### config.mk
export PLATFORM = sky130hd
export DESIGN_NAME = mem_stage
export DESIGN_NICKNAME = d
export VERILOG_FILES = /design/src/rtl/mem_stage.sv
export SDC_FILE = /design/constraint.sdc
export NUM_CORES = 1
export LEC_CHECK = 0
export CORE_AREA = 2 2 163 165
export CTS_BUF_LIST = sky130_fd_sc_hd__clkbuf_4 sky130_fd_sc_hd__clkbuf_8
export DETAILED_ROUTE_END_ITERATION = 16
export DIE_AREA = 0 0 165 167
export GPL_TIMING_DRIVEN = 0
export HOLD_SLACK_MARGIN = 0.03
export PLACE_DENSITY = 0.54
export SLEW_MARGIN = 10
export SYNTH_ARGS = -nofsm -noshare
export SYNTH_HDL_FRONTEND = slang
export SYNTH_SLANG_ARGS = --single-unit
### constraint.sdc
create_clock -name clk_i -period 5.5 [get_ports clk_i]
set_input_delay 1.1 -clock clk_i [delete_from_list [all_inputs] [get_ports clk_i]]
set_output_delay 1.1 -clock clk_i [all_outputs]
set_load 0.01 [all_outputs]
### src/rtl/mem_stage.sv
// Memory stage: drives a req/gnt/rvalid data bus for loads/stores, stalls upstream
// while an access is outstanding, and registers the MEM/WB results.
typedef enum logic [3:0] {
  OP_OTHER, OP_ADD,
  OP_LB, OP_LH, OP_LW, OP_LBU, OP_LHU,
  OP_SB, OP_SH, OP_SW
} alu_ctrl_e;

module mem_stage #(
  parameter int              XLEN     = 32,
  parameter logic [XLEN-1:0] RESET_PC = 32'h8000_0000
) (
  input  logic            clk_i,
  input  logic            rst_i,
  input  logic            tb_update_i,
  input  logic [XLEN-1:0] pcM_i,
  input  logic [XLEN-1:0] instrM_i,
  input  alu_ctrl_e       operationM_i,
  input  logic [XLEN-1:0] rdM_data_i,
  input  logic [4:0]      rdM_addr_i,
  input  logic            rdM_wr_ena_i,
  input  logic            memM_wr_ena_i,
  input  logic [XLEN-1:0] memM_addr_i,
  input  logic [XLEN-1:0] memM_wr_data_i,
  output logic            dmem_req_o,
  output logic            dmem_we_o,
  output logic [XLEN-1:0] dmem_addr_o,
  output logic [3:0]      dmem_be_o,
  output logic [XLEN-1:0] dmem_wdata_o,
  input  logic            dmem_gnt_i,
  input  logic            dmem_rvalid_i,
  input  logic [XLEN-1:0] dmem_rdata_i,
  output logic            stall_o,
  output logic [XLEN-1:0] forwM_data_o,
  output logic [XLEN-1:0] pcM_o,
  output logic [XLEN-1:0] instrM_o,
  output logic [XLEN-1:0] rdM_data_o,
  output logic [4:0]      rdM_addr_o,
  output logic            rdM_wr_ena_o,
  output logic            misaligned_o,
  output logic            tb_update_o
);

  typedef enum logic [1:0] {IDLE, REQ, WAIT_RESP} state_e;

  state_e          state, state_nxt;
  logic [1:0]      off;
  logic            is_load, is_store, is_half, is_word, misaligned, mem_op;
  logic [XLEN-1:0] lane, load_data;

  assign off          = memM_addr_i[1:0];
  assign is_load      = operationM_i inside {OP_LB, OP_LH, OP_LW, OP_LBU, OP_LHU};
  assign is_store     = memM_wr_ena_i;
  assign is_half      = operationM_i inside {OP_LH, OP_LHU, OP_SH};
  assign is_word      = operationM_i inside {OP_LW, OP_SW};
  assign misaligned   = (is_half & off[0]) | (is_word & (off != 2'b00));
  assign mem_op       = (is_load | is_store) & ~misaligned;

  assign dmem_we_o    = is_store;
  assign dmem_addr_o  = {memM_addr_i[XLEN-1:2], 2'b00};
  assign forwM_data_o = rdM_data_i;
  assign lane         = dmem_rdata_i >> {off, 3'b000};

  always_comb begin
    dmem_be_o    = 4'b1111;
    dmem_wdata_o = memM_wr_data_i;
    case (operationM_i)
      OP_SB, OP_LB, OP_LBU: begin
        dmem_be_o    = 4'b0001 << off;
        dmem_wdata_o = {4{memM_wr_data_i[7:0]}};
      end
      OP_SH, OP_LH, OP_LHU: begin
        dmem_be_o    = 4'b0011 << off;
        dmem_wdata_o = {2{memM_wr_data_i[15:0]}};
      end
      default: ;
    endcase
  end

  always_comb begin
    load_data = lane;
    case (operationM_i)
      OP_LB:   load_data = {{24{lane[7]}}, lane[7:0]};
      OP_LH:   load_data = {{16{lane[15]}}, lane[15:0]};
      OP_LBU:  load_data = {24'd0, lane[7:0]};
      OP_LHU:  load_data = {16'd0, lane[15:0]};
      default: ;
    endcase
  end

  always_ff @(posedge clk_i or posedge rst_i) begin
    if (rst_i) state <= IDLE;
    else       state <= state_nxt;
  end

  always_comb begin
    state_nxt = state;
    case (state)
      IDLE: if (mem_op) begin
        if (dmem_gnt_i) state_nxt = is_store ? IDLE : WAIT_RESP;
        else            state_nxt = REQ;
      end
      REQ:       if (dmem_gnt_i) state_nxt = is_store ? IDLE : WAIT_RESP;
      WAIT_RESP: if (dmem_rvalid_i) state_nxt = IDLE;
      default:   state_nxt = IDLE;
    endcase
  end

  // A granted store completes in the grant cycle; a load waits for rvalid.
  always_comb begin
    dmem_req_o = 1'b0;
    stall_o    = 1'b0;
    case (state)
      IDLE: begin
        dmem_req_o = mem_op;
        stall_o    = mem_op & ~(dmem_gnt_i & is_store);
      end
      REQ: begin
        dmem_req_o = 1'b1;
        stall_o    = ~(dmem_gnt_i & is_store);
      end
      WAIT_RESP: stall_o = ~dmem_rvalid_i;
      default: ;
    endcase
  end

  always_ff @(posedge clk_i or posedge rst_i) begin
    if (rst_i) begin
      pcM_o        <= RESET_PC;
      instrM_o     <= 32'h0000_0013;
      rdM_data_o   <= '0;
      rdM_addr_o   <= '0;
      rdM_wr_ena_o <= 1'b0;
      misaligned_o <= 1'b0;
      tb_update_o  <= 1'b0;
    end else if (!stall_o) begin
      pcM_o        <= pcM_i;
      instrM_o     <= instrM_i;
      rdM_addr_o   <= rdM_addr_i;
      rdM_data_o   <= is_load ? load_data : rdM_data_i;
      rdM_wr_ena_o <= rdM_wr_ena_i & ~misaligned;
      misaligned_o <= (is_load | is_store) & misaligned;
      tb_update_o  <= tb_update_i;
    end else begin
      rdM_wr_ena_o <= 1'b0;
      misaligned_o <= 1'b0;
      tb_update_o  <= 1'b0;
    end
  end

endmodule

-- After elaboration in Yosys (flattened, before gate mapping)
Index checks and enable logic that the tools add are counted.
- flip-flop bits (word level): 106
- bits of input ports: 208
- logic and storage cells: 59
- equal/unequal tests: 13
- shift-type cells: 3
- multiplexer cells: 15
- bitwise logic cells: 12
- reductions and logical operators: 8
- operators by type and width (kind ; number):
    $pmux W32 S4 ; 1
    $pmux W32 S2 ; 1
    $mux W32 ; 1
    $shr A32 B5 Y32 ; 1
    $eq A4 B3 Y1 const B ; 4
    $mux W2 ; 5
    $eq A4 B2 Y1 const B ; 2
    $eq A4 B4 Y1 const B ; 2
    $pmux W4 S2 ; 1
    $and A1 B1 Y1 ; 7
    $ne A2 B2 Y1 const B ; 3
    $pmux W2 S3 ; 1
    $reduce_or A3 Y1 ; 2
    $reduce_bool A5 Y1 ; 1
    $reduce_bool A2 Y1 ; 2
    $shl A1 B2 Y4 const A ; 1
    $shl A2 B2 Y4 const A ; 1
    $mux W1 ; 3
    $not A1 Y1 ; 3
    $pmux W1 S3 ; 1
    $reduce_and A3 Y1 ; 1
    $reduce_bool A3 Y1 ; 1
    $eq A2 B1 Y1 const B ; 1
    $eq A2 B2 Y1 const B ; 1
    other kinds (3) ; 4

-- Longest topological paths before layout
Gate-level depths: netlist of run 1.
- depth after elaboration: 9
- depth in mapped cells: 9

-- Least setup slack after synthesis of run 1
Ideal clock, no wire load.
- path kind: input to output
- start point: in operationM_i[2]
- end point: out dmem_wdata_o[20]
- data arrival time: 2732 ps
- slack: 1668 ps
- cell stages on the path: 7
- path buffers: 2
- path through: buf_2 > nor2b_1 > a21oi_1 > o21ai_1 > nor2_1 > clkbuf_1 > mux2_2
- longest elaborated chain between the ends: 3
- elaborated cells between the ends (all ways): 9
- ends and longest elaborated chain (item ; line ; text):
    start, declared ; 18 ; input alu_ctrl_e operationM_i,
    $eq A4 B2 Y1 (tied with other cells) ; 67 ; case (operationM_i)
    $reduce_or A3 Y1 ; 67 ;
    $pmux W32 S2 * ; 67 ;
    end, declared ; 29 ; output logic [XLEN-1:0] dmem_wdata_o,
Mark *: on every way between the ends. The rest lies on a longest branch, timed or not.

-- Worst setup path in the final report of run 1
- start point: in operationM_i[0]
- end point: out dmem_wdata_o[20]
The elaborated chain is that of the path after synthesis.

==> impl_metrics.yaml, run 1 <==
sta:
  hold_viol_final: 0
  tightestPinTransition_ns: 0.689
  max_slew_margin_pct: 54.0
  fin_crit_sh_pct: 94.7
  fmax_mhz: 192
  final_max_slew_viol_count: 0
  layout_setup_ws_ns: 0.290
  holdWs_ns: 0.517
  rsz0062_at_grt: "no"
  fin_crit_ns: 5.21
  final.setup.tns_ns: 0
  fin_worst_skew_ns: 0.0219
  setup_viol: 0
clocking:
  clkTransAtPathRegs_ns: 0.11
  cts_root_buf: "clkbuf_8"
  cts_setup_buffers: 0
  cts_hold_buf: 0
  cts_buffers: 9
  cts_sinks: 106
  clock_path_buffers: 2
  cts_resized: 0
  insertion_delay_ns: 0.39
  htreeDepth: 3
  cts_tree: "built"
detailed_routing:
  drt_iter0_markers: 217
  wl_um: 24300
  route.detailed.drc: 0
  drtPass1Iterations: 6
  avgRoutedWirePerCell_um: 19.1
  drtAntennaViolNets: 0
  num_vias: 5547
  vias_per_cell: 4.36
final_layout:
  nNetsFinal: 1136
  syn_to_final_growth_pct: 71.5
  drive_gt1_share_pct: 25.9
  fin_area_um2: 10700
  layout_commonest_cell: "clkdlybuf4s50_1"
  final_cell_mix: "clkdlybuf4s50_1, dfrtp_1, buf_4"
worst_hold_path:
  hold_end: "instrM_o[25]"
  hp-start: "instrM_o[25]"
  hp-class: "flip-flop to flip-flop"
  whs_path_depth: 1
floorplanning:
  die_area_um2: 27600
  rows: 59
  core_area_um2: 25800
  die_width_um: 165
  ios: 415
  start_util_pct: 24.2
  die_h_um: 167
placement:
  dp_hpwl_um: 19800
  post-place-ws_ns: 0.0645
  dpl_cell_area_um2: 10500
  port_buffers: 380
  place.gp.congestion: 0.796
yosys:
  synthCells: 534
  syn_area_per_cell_um2: 11.7
  ys_async_sr_fraction_pct: 100
  yosysWarningCount: 0
  synth-main-ff-cell: "dfrtp_1"
  synthTopCellsByArea: "dfrtp_1, mux2_4, mux2_2, buf_4, mux2i_1"
  ys_seq_elements: 106
  yosysTopAreaCell: "dfrtp_1"
  synth_edf_count: 0
  synthesis.area_um2: 6240
  yosysSeqAreaShare_pct: 42.6
  yosysUniqueCellTypes: 44
  netlist.area_leader.share_pct: 40.9
status:
  run_status: "finished clean"
power_and_ir_drop:
  leakagePower_nw: 4.59
  p_per_area_nw_per_um2: 271
  vdd_drop_max_v: 0.000129
worst_setup_path:
  critPathRequiredTime_ns: 4.40
  cp_top_family: "buffers and inverters"
  ff2ff_setup_slack_ns: 3.42
  crit_top_cell: "clkdlybuf4s50_1"
  worstSetupPathType: "input pin to output port"
  crit_slowest_cell: "clkdlybuf4s50_1"
  crit_fanout: 10
  rr_startpoint: "state[1]"
  critPathArrivalTime_ns: 4.11
  r2r_end: "rdM_data_o[23]"
  cp_cell_sequence: "clkdlybuf4s50_1 > buf_1 > o21ai_1 > nor2_2 > clkbuf_1 > mux2_2 > clkdlybuf4s50_1"
  start_kind: "input pin"
  cp.buffers_inverters: 4
  max_stage_delay_ns: 0.53
  reg2regPathDepth: 7
  worstSetupEndpointType: "output port"
global_route:
  antenna_found_initial: 6
  grt_max_degree: 61
  grt_pass1_wl_um: 35700
  grt_pass1_vias: 5717
  overflow: 0
  grt_use_total_pct: 17.4
run:
  drv_cap: 0
==> through the flow <==
stage | cells | util [%] | power (mW)
2_1_floorplan | 535 | - | 1.71
3_5_place_dp | 1252 | 40.8 | 2.46
5_1_grt | 1268 | 41.5 | 3.07
6_report | 1273 | 41.6 | 2.90
3_3_place_gp | 1250 | 40.6 | 2.45
4_1_cts | 1268 | 41.5 | 2.96
==> power breakdown <==
part           switching [mW]  leakage [nW]  internal [mW]
clock network           0.300        0.0882          0.175
logic                   0.512          3.25          0.852
registers              0.0981          1.25          0.967
total                   0.910          4.59           1.99
==> state kept, by name, indices dropped and copies added, names as in the netlist <==
signal	count
pcM_o	32
rdM_wr_ena_o	1
tb_update_o	1
instrM_o	32
state	2
rdM_data_o	32
misaligned_o	1
rdM_addr_o	5
==> logic make-up (layout without fill, tap and decap cells) <==
| kind of cell | after synthesis | count (layout) | share of synthesized area (%) |
|---|---|---|---|
| other | 1 | 7 | 0.0601 |
| XOR/XNOR | 1 | 1 | 0.140 |
| buffers and inverters | 119 | 517 | 12.6 |
| AO/OA/AOI/OAI | 80 | 80 | 8.92 |
| AND/OR/NAND/NOR | 83 | 83 | 6.73 |
| multiplexers | 144 | 144 | 29.0 |
| flip-flops | 106 | 106 | 42.6 |
==> how the worst max path moves through the flow <==
stage	startpoint	slack [ns]	to	depth (start not counted)
global route	operationM_i[0]	0.07	dmem_wdata_o[20]	7
CTS	operationM_i[0]	0.08	dmem_wdata_o[20]	7
finish	operationM_i[0]	0.29	dmem_wdata_o[20]	7
global placement	rst_i	-0.40	rdM_data_o[6]	2
detailed placement	operationM_i[0]	0.06	dmem_wdata_o[20]	7
floorplan	rst_i	1.62	instrM_o[10]	1
==> synthesized netlist by cell type (all sizes together) (2+ instances only) <==
master  instances
mux2          124
dfrtp         102
buf            97
nand2          23
mux2i          20
nand3          18
nor2           15
a211oi         14
a21oi          12
clkbuf         11
inv            11
o22ai          10
a21o            9
nor2b           9
o21ai           9
a22o            8
o311ai          8
a31oi           4
dfstp           4
nor3b           4
nand2b          3
and3            2
nand4b          2
nor3            2
==> metal layers <==
| metal | track usage, % | vias up | wire [um] |
|---|---|---|---|
| met5 | 0 | - | 13 |
| met4 | 3.67 | 2 | 317 |
| met3 | 4.98 | 20 | 1750 |
| met2 | 29.6 | 209 | 11900 |
| met1 | 21.8 | 2684 | 10400 |
| li1 | - | 2632 | - |
==> area by class of cell <==
cell class                      instances  area (um2)
Sequential cell                       106        2660
Fill cell                            2540       15100
Tap cell                              335         419
Buffer                                108         746
Timing Repair Buffer                  382        3840
Multi-Input combinational cell        310        2810
Antenna cell                            5        12.5
Clock buffer                           10         131
Clock inverter                          6        48.8
Inverter                               11        46.3
No activity file was read; power rests on OpenSTA's default activity.
==> run 2, diff against run 1 <==
--- a/config.mk
+++ b/config.mk
@@ -11,7 +11,7 @@
 export DIE_AREA = 0 0 165 167
 export GPL_TIMING_DRIVEN = 0
 export HOLD_SLACK_MARGIN = 0.03
-export PLACE_DENSITY = 0.54
+export PLACE_DENSITY = 0.64
 export SLEW_MARGIN = 10
 export SYNTH_ARGS = -nofsm -noshare
 export SYNTH_HDL_FRONTEND = slang
==> impl_metrics.yaml, run 2 (synthesis results as in run 1) <==
status:
  run_status: "finished clean"
sta:
  rsz0062_at_grt: "no"
  tightestPinTransition_ns: 0.675
  hold_viol_final: 0
  layout_setup_ws_ns: 0.341
  max_slew_margin_pct: 55.0
  setup_viol: 0
  fin_worst_skew_ns: 0.0121
  fin_crit_sh_pct: 93.8
  fin_crit_ns: 5.16
  fmax_mhz: 194
  final_max_slew_viol_count: 0
worst_setup_path:
  worstSetupPathType: "input pin to output port"
  critPathRequiredTime_ns: 4.40
  worstSetupEndpointType: "output port"
  ff2ff_setup_slack_ns: 3.38
  crit_fanout: 10
  critPathArrivalTime_ns: 4.06
  start_kind: "input pin"
power_and_ir_drop:
  p_total_mw: 2.95
  leakagePower_nw: 4.59
  p_int_mw: 2.03
  combPwrFrac_pct: 46.2
  p_sw_share_pct: 31.0
  seqPwrFrac_pct: 36.2
  p_per_area_nw_per_um2: 275
  p_clk_share_pct: 17.6
  vdd_drop_max_v: 0.000130
  power.switching_mw: 0.913
clocking:
  cts_sinks: 106
  insertion_delay_ns: 0.38
  cts_hold_buf: 0
  htreeDepth: 3
  clkTransAtPathRegs_ns: 0.10
  cts_root_buf: "clkbuf_8"
  cts_buffers: 9
  clock_path_buffers: 2
  cts_tree: "built"
final_layout:
  nNetsFinal: 1136
  syn_to_final_growth_pct: 71.7
  fin_cells: 1268
  drive_gt1_share_pct: 25.9
  layout_commonest_cell: "clkdlybuf4s50_1"
  reg_top3: "instrM_o (32), pcM_o (32), rdM_data_o (32)"
  final_cell_mix: "clkdlybuf4s50_1, dfrtp_1, buf_4"
  fin_area_um2: 10700
detailed_routing:
  drtPass1Iterations: 4
  drtAntennaViolNets: 0
  route.detailed.drc: 0
  num_vias: 5529
  wl_um: 24100
  vias_per_cell: 4.36
  drt_iter0_markers: 222
  avgRoutedWirePerCell_um: 19.0
placement:
  dp_cells: 1252
  dpl_cell_area_um2: 10500
  place.gp.congestion: 0.829
  post-place-ws_ns: 0.204
  port_buffers: 380
  dp_hpwl_um: 19600
global_route:
  grt_max_degree: 61
  overflow: 0
  antenna_found_initial: 7
  grt_use_total_pct: 17.1
  grt_pass1_wl_um: 35300
  grt_pass1_vias: 5685
floorplanning:
  core_area_um2: 25800
  die_width_um: 165
  die_area_um2: 27600
  rows: 59
  start_util_pct: 24.2
  ios: 415
  die_h_um: 167
run:
  drv_cap: 0
worst_hold_path:
  hp-class: "flip-flop to flip-flop"
[run 2: layout make-up]
cell class / instances / area [um2]
sequential: 106 / 2660
tap: 335 / 419
inverter: 11 / 46.3
clock inverter: 6 / 73.8
clock buffer: 9 / 124
buffer: 108 / 746
fill: 2489 / 15000
antenna: 1 / 2.50
timing repair buffer: 382 / 3840
multi-input combinational: 310 / 2810
[run 2: stage by stage]
stage | TNS (ns) | utilization (%) | hold slack [ns]
after detailed placement | 0 | 40.8 | 0.492
after global routing | 0 | 41.6 | 0.533
after CTS | 0 | 41.6 | 0.518
final | 0 | 41.6 | 0.516
after global placement | -26.68 | 40.6 | 0.489
after floorplan | 0 | - | 0.486
[run 2: worst paths after layout]
kind,to,depth (start not counted),from
hold / removal,instrM_o[19],1,instrM_o[19]
min in group asynchronous,instrM_o[24],2,rst_i
max in group asynchronous,pcM_o[31],3,rst_i
hold reg to reg,instrM_o[19],1,instrM_o[19]
setup reg to reg,rdM_data_o[5],7,state[1]
setup / recovery,stall_o,9,operationM_i[0]
[run 2: metal layers]
layer / share of wire, % / up-vias / routed length, um / track usage (%)
met3: 7.8 / 31 / 1880 / 4.76
met5: 0.22 / - / 53 / 0
met4: 1.7 / 8 / 420 / 4.20
met1: 42 / 2643 / 10000 / 21.8
met2: 49 / 225 / 11700 / 28.6
li1: - / 2622 / - / -
[run 2: worst max-delay path, cell delays in order]
cell and delay (ns):
clkdlybuf4s50_1 0.53, buf_1 0.39, inv_1 0.18, a31oi_1 0.48
a31oi_1 0.34, buf_6 0.26, buf_6 0.16, inv_1 0.06
clkdlybuf4s50_1 0.55
[run 2: power by group through the flow]
stage | Combinational (mW) | Sequential (mW) | Clock [mW]
CTS | 1.38 | 1.07 | 0.547
global route | 1.45 | 1.09 | 0.572
floorplan | 0.544 | 1.16 | 0
finish | 1.36 | 1.07 | 0.518
global placement | 1.37 | 1.07 | 0
detailed placement | 1.38 | 1.08 | 0
[run 2: repair_timing]
item	CTS	global route
endpoints found under the setup margin	0	1
setup buffers	0	0
resized for setup	0	1
